### config.mk
export PLATFORM = sky130hd
export DESIGN_NAME = imem_sync
export DESIGN_NICKNAME = d
export VERILOG_FILES = /design/src/rtl/imem_pkg.sv /design/src/rtl/imem_ram_1r1w.sv /design/src/rtl/imem_sync.sv
export SDC_FILE = /design/constraint.sdc
export NUM_CORES = 2
export LEC_CHECK = 0
export ABC_CLOCK_PERIOD_IN_PS = 4700
export CAP_MARGIN = 20
export CORE_ASPECT_RATIO = 0.6
export CORE_MARGIN = 1.5
export CORE_UTILIZATION = 45
export DETAILED_ROUTE_END_ITERATION = 10
export GPL_ROUTABILITY_DRIVEN = 0
export PLACE_DENSITY = 0.73
export SKIP_LAST_GASP = 1
export SLEW_MARGIN = 10
export SYNTH_ARGS = -nofsm -noshare
export SYNTH_HDL_FRONTEND = slang
export SYNTH_SLANG_ARGS = --single-unit
### constraint.sdc
create_clock -name clk -period 4.7 [get_ports clk]
set_clock_uncertainty 0.15 [all_clocks]
set_input_delay 0.94 -clock clk [delete_from_list [all_inputs] [get_ports clk]]
set_output_delay 0.94 -clock clk [all_outputs]
set_load 0.02 [all_outputs]
### src/rtl/imem_pkg.sv
// Shared types and helpers for the synchronous instruction memory.
package imem_pkg;

  typedef enum logic {
    RUN  = 1'b0,
    LOAD = 1'b1
  } state_t;

  // sll $0,$0,0 -- harmless filler returned for faulting fetches
  localparam logic [31:0] NOP_DEFAULT = 32'h0000_0000;

  // Width of the word index for a memory of the given depth
  function automatic int idx_width(input int depth);
    return $clog2(depth);
  endfunction

endpackage

### src/rtl/imem_ram_1r1w.sv
// Plain synchronous array: one write port, one registered read port.
module imem_ram_1r1w #(
  parameter int DATA_W = 32,
  parameter int DEPTH  = 128
) (
  input  logic                     clk,
  input  logic                     we,
  input  logic [$clog2(DEPTH)-1:0] waddr,
  input  logic [DATA_W-1:0]        wdata,
  input  logic                     re,
  input  logic [$clog2(DEPTH)-1:0] raddr,
  output logic [DATA_W-1:0]        rdata
);

  logic [DATA_W-1:0] mem [DEPTH];

  // Write port and registered read port; read data holds when re is low
  // NOTE: the array and read register have no reset so the tools can map them onto block RAM.
  always_ff @(posedge clk) begin
    if (we) mem[waddr] <= wdata;
    if (re) rdata <= mem[raddr];
  end

endmodule

### src/rtl/imem_sync.sv
// Synchronous instruction memory with stall hold, fault decode and a
// streaming load port that fills the array from word 0.
module imem_sync
  import imem_pkg::*;
#(
  parameter int                DATA_W   = 32,
  parameter int                ADDR_W   = 32,
  parameter int                DEPTH    = 128,
  parameter logic [DATA_W-1:0] NOP_WORD = NOP_DEFAULT
) (
  input  logic              clk,
  input  logic              rst_n,
  input  logic              fetch_req,
  input  logic [ADDR_W-1:0] fetch_addr,
  output logic              fetch_ready,
  input  logic              fetch_stall,
  output logic              fetch_valid,
  output logic [DATA_W-1:0] fetch_instr,
  output logic              fetch_fault,
  input  logic              load_start,
  input  logic              load_valid,
  input  logic [DATA_W-1:0] load_data,
  input  logic              load_last,
  output logic              load_ready,
  output logic              load_done
);

  localparam int IDX_W = idx_width(DEPTH);

  state_t             state, next_state;
  logic [IDX_W-1:0]   ptr;
  logic               wr_en;
  logic               load_term;
  logic               accept;
  logic               addr_fault;
  logic [IDX_W-1:0]   word_idx;
  logic [DATA_W-1:0]  ram_rdata;

  assign word_idx   = fetch_addr[IDX_W+1:2];
  assign addr_fault = (fetch_addr[1:0] != 2'b00) || (|fetch_addr[ADDR_W-1:IDX_W+2]);
  assign wr_en      = (state == LOAD) && load_valid;
  assign load_term  = load_last || (ptr == IDX_W'(DEPTH - 1));
  assign accept     = fetch_req && fetch_ready && !fetch_stall;

  // State register
  // NOTE: sequential state uses non-blocking assignments so every flop samples pre-edge values.
  always_ff @(posedge clk or negedge rst_n) begin
    if (!rst_n) state <= RUN;
    else        state <= next_state;
  end

  // Next-state decode: load_start opens a load, the terminating write closes it
  // NOTE: next_state takes a default first so no path leaves it unassigned (no latch).
  always_comb begin
    next_state = state;
    case (state)
      RUN:     if (load_start)          next_state = LOAD;
      LOAD:    if (wr_en && load_term)  next_state = RUN;
      default:                          next_state = RUN;
    endcase
  end

  // Handshake outputs decoded from the registered state
  always_comb begin
    load_ready  = (state == LOAD);
    fetch_ready = (state == RUN) && !load_start;
  end

  // Write pointer and the load_done pulse following the terminating write
  always_ff @(posedge clk or negedge rst_n) begin
    if (!rst_n) begin
      ptr       <= '0;
      load_done <= 1'b0;
    end else begin
      load_done <= wr_en && load_term;
      if (state == RUN && load_start) ptr <= '0;
      else if (wr_en)                 ptr <= ptr + IDX_W'(1);
    end
  end

  // Fetch status: cleared on entering or sitting in LOAD, held on stall
  always_ff @(posedge clk or negedge rst_n) begin
    if (!rst_n) begin
      fetch_valid <= 1'b0;
      fetch_fault <= 1'b0;
    end else if (state == LOAD || load_start) begin
      fetch_valid <= 1'b0;
      fetch_fault <= 1'b0;
    end else if (!fetch_stall) begin
      fetch_valid <= accept;
      fetch_fault <= accept && addr_fault;
    end
  end

  // Faults and idle cycles show NOP_WORD; the RAM read register holds on stall
  assign fetch_instr = (fetch_valid && !fetch_fault) ? ram_rdata : NOP_WORD;

  imem_ram_1r1w #(
    .DATA_W (DATA_W),
    .DEPTH  (DEPTH)
  ) u_ram (
    .clk   (clk),
    .we    (wr_en),
    .waddr (ptr),
    .wdata (load_data),
    .re    (accept),
    .raddr (word_idx),
    .rdata (ram_rdata)
  );

endmodule

==> key figures <==
Synth
  – Post-Syn Nets: 6166
  – Ys flop type: edfxtp_1
  – Ys async rst share: 0.266%
  – Syn Area/Cell: 25.8 um^2
  – Synthesized instance count: 6094
  – Post-synth EDFFs: 4128
  – Synthesis-stage register bit count: 4139
  – Netlist Area Pre-Place: 157000 um^2
  – Seq/Total Area, Yosys: 78.9%
  – Netlist cell types: 38
  – Yosys warns: 0

Floorplan
  – Die W: 767 um
  – Site Rows: 167
  – Initial Utilization: 45.4%
  – Full die area: 354000 um^2
  – Core area: 347000 um^2
  – Io pins: 108
  – Die Height: 461 um

Finish
  – Layout area overhead: 14.4%
  – Layout cells sized above 1: 35.2%
  – Layout Utilization: 52.0%
  – Commonest cells after routing, fill and taps aside: 4128 x edfxtp_1, 1344 x mux4_2, 360 x clkbuf_16
  – Final instance area: 180000 um^2
  – Commonest non-fill, non-tap cell in the layout: edfxtp_1
  – Nets: 6670
  – Final cell count without fillers: 11584
  – Fill count: 25337

Pwr
  – Power density over cell area: 416 nW/um^2
  – Leak pwr: 54.7 nW
  – Maximum VDD drop: 0.330 mV

Timing
  – Final period utilization: 88.6%
  – WHS: 256 ps
  – Fmax: 0.240 GHz
  – Fin crit period: 4170 ps
  – Slew of the pin with the lowest slew margin: 1270 ps
  – Hold Vio Cnt, Final: 0
  – Slew margin rel.: 15.3%
  – Slew Viols, Final: 0
  – RSZ-0062 raised after global routing: false
  – Final setup violation count: 0
  – Setup_tns: 0 ps

Detailed routing
  – Vias per cell: 6.47
  – Routed WL: 429000 um
  – Routed wire length per instance: 37.1 um
  – Initial DRC count: 13491
  – # DRC: 0
  – Antenna-violating nets left: 0
  – Drt pass-1 iters: 6
  – Vias: 74982

GRT
  – GRT Residual Overflow: 0
  – Vias in the first global route: 72779
  – Largest net degree at the start of global routing: 129
  – Initial antenna violation count: 72
  – First-pass GRT wire length: 589000 um
  – Gr usage total: 24.0%

Hold path
  – Hold Path Class: input pin to register

Worst setup path
  – Crit. End Element: output port
  – CP Class: register to output port
  – Crit path DAT: 3080 ps
  – CP Launch Type: register
  – Worst Path Max Fanout: 17
  – Worst EP required: 3610 ps

Clock network
  – Clock root cell: clkbuf_16
  – TritonCTS sink count: 4139
  – Post-CTS Setup Inserts: 0
  – CTS tree: done
  – Clock slew at reported path FFs: 70 ps
  – Htree depth: 5
  – # resized after CTS: 0
  – # hold bufs at CTS: 0
  – TritonCTS Buffers: 351
  – Number of buffers on the longest clock path: 4
  – Clk_lat worst skew: 920 ps

Place
  – Cell Count Post-Placement: 10891
  – PortBufs: 107
  – DPL Wire Length: 245000 um
  – Placement Cell Area: 169000 um^2

Run status
  – Outcome: completed

Flow run
  – Max cap viols: 0
[layout make-up]
type | count | area, um^2 | share of cell area (%)
Antenna cell | 66 | 165 | 0.0917
Clock buffer | 416 | 9240 | 5.13
Clock inverter | 210 | 2070 | 1.15
Inverter | 4 | 15.0 | 0.00833
Multi-Input combinational cell | 1621 | 32800 | 18.2
Sequential cell | 4139 | 124000 | 69.0
Tap cell | 4647 | 5810 | 3.23
Timing Repair Buffer | 481 | 5810 | 3.23
[layer usage]
layer	GRT usage (%)	vias up	share of wire [%]
met5	0	-	0.085
met4	6.86	60	3.0
met3	10.6	746	17
met2	33.5	6230	43
met1	34.4	40131	37
li1	-	27815	-
[registers in the layout (all words and copies together), names as in the netlist]
name,cells
u_ram.rdata,32
u_ram.mem,4096
load_done,1
ptr,7
fetch_fault,1
fetch_valid,1
load_ready,1
[critical path: stages (launching register included)]
cell and delay (ps):
dfrtp_1 420, nor2b_4 620, buf_4 310, and2_1 170, clkdlybuf4s50_1 610
[cell usage after synthesis (5+ instances only)]
cell type / instances / share of area, %
and2_1: 33 / 0.13
nor2b_1: 5 / 0.020
mux4_2: 1344 / 19
nor2_1: 128 / 0.31
buf_1: 40 / 0.095
dfrtp_1: 11 / 0.17
clkbuf_1: 194 / 0.46
buf_2: 91 / 0.29
edfxtp_1: 4128 / 79
or2_2: 5 / 0.020
nor4_1: 7 / 0.028
nand2_1: 22 / 0.052
a21oi_1: 5 / 0.016
mux2_2: 32 / 0.23
nand3_1: 11 / 0.035
[logic make-up after synthesis]
logic type               Yosys count  share of synthesized area (%)
buffers and inverters            334                          0.885
XOR/XNOR                           1                        0.00556
AND/OR/NAND/NOR                  229                          0.679
multiplexers                    1376                           19.5
AO/OA/AOI/OAI                     14                         0.0509
flip-flops                      4139                           78.9
adder cells (fa/ha/maj)            1                        0.00795
[power breakdown]
part / total, W / internal, W / switching (W)
logic: 0.00462 / 0.00168 / 0.00294
registers: 0.0409 / 0.0408 / 0.000124
clock network: 0.0295 / 0.0162 / 0.0132
[final timing paths]
kind                                              start                     endpoint  slack (ps)  cells past startpoint
worst min register to register  fetch_valid$_DFFE_PN0P_      fetch_valid$_DFFE_PN0P_         400                      2
worst min-delay path                      load_data[15]  u_ram.mem[83][15]$_DFFE_PP_         260                      1
max in group asynchronous                         rst_n           ptr[2]$_DFFE_PN0P_        3680                      1
min in group asynchronous                         rst_n          load_done$_DFF_PN0_         270                      1
worst max register to register       ptr[5]$_DFFE_PN0P_    u_ram.mem[6][8]$_DFFE_PP_         960                      4
worst max-delay path            fetch_fault$_DFFE_PN0P_              fetch_instr[14]         530                      4
[per-stage QoR]
stage | total power [W] | setup slack, ps
global route | 0.0767 | 417
detailed placement | 0.0462 | 101
global placement | 0.0461 | 109
finish | 0.0750 | 535
CTS | 0.0751 | 451
floorplan | 0.0438 | 355
(Power assumes the default switching activity.)
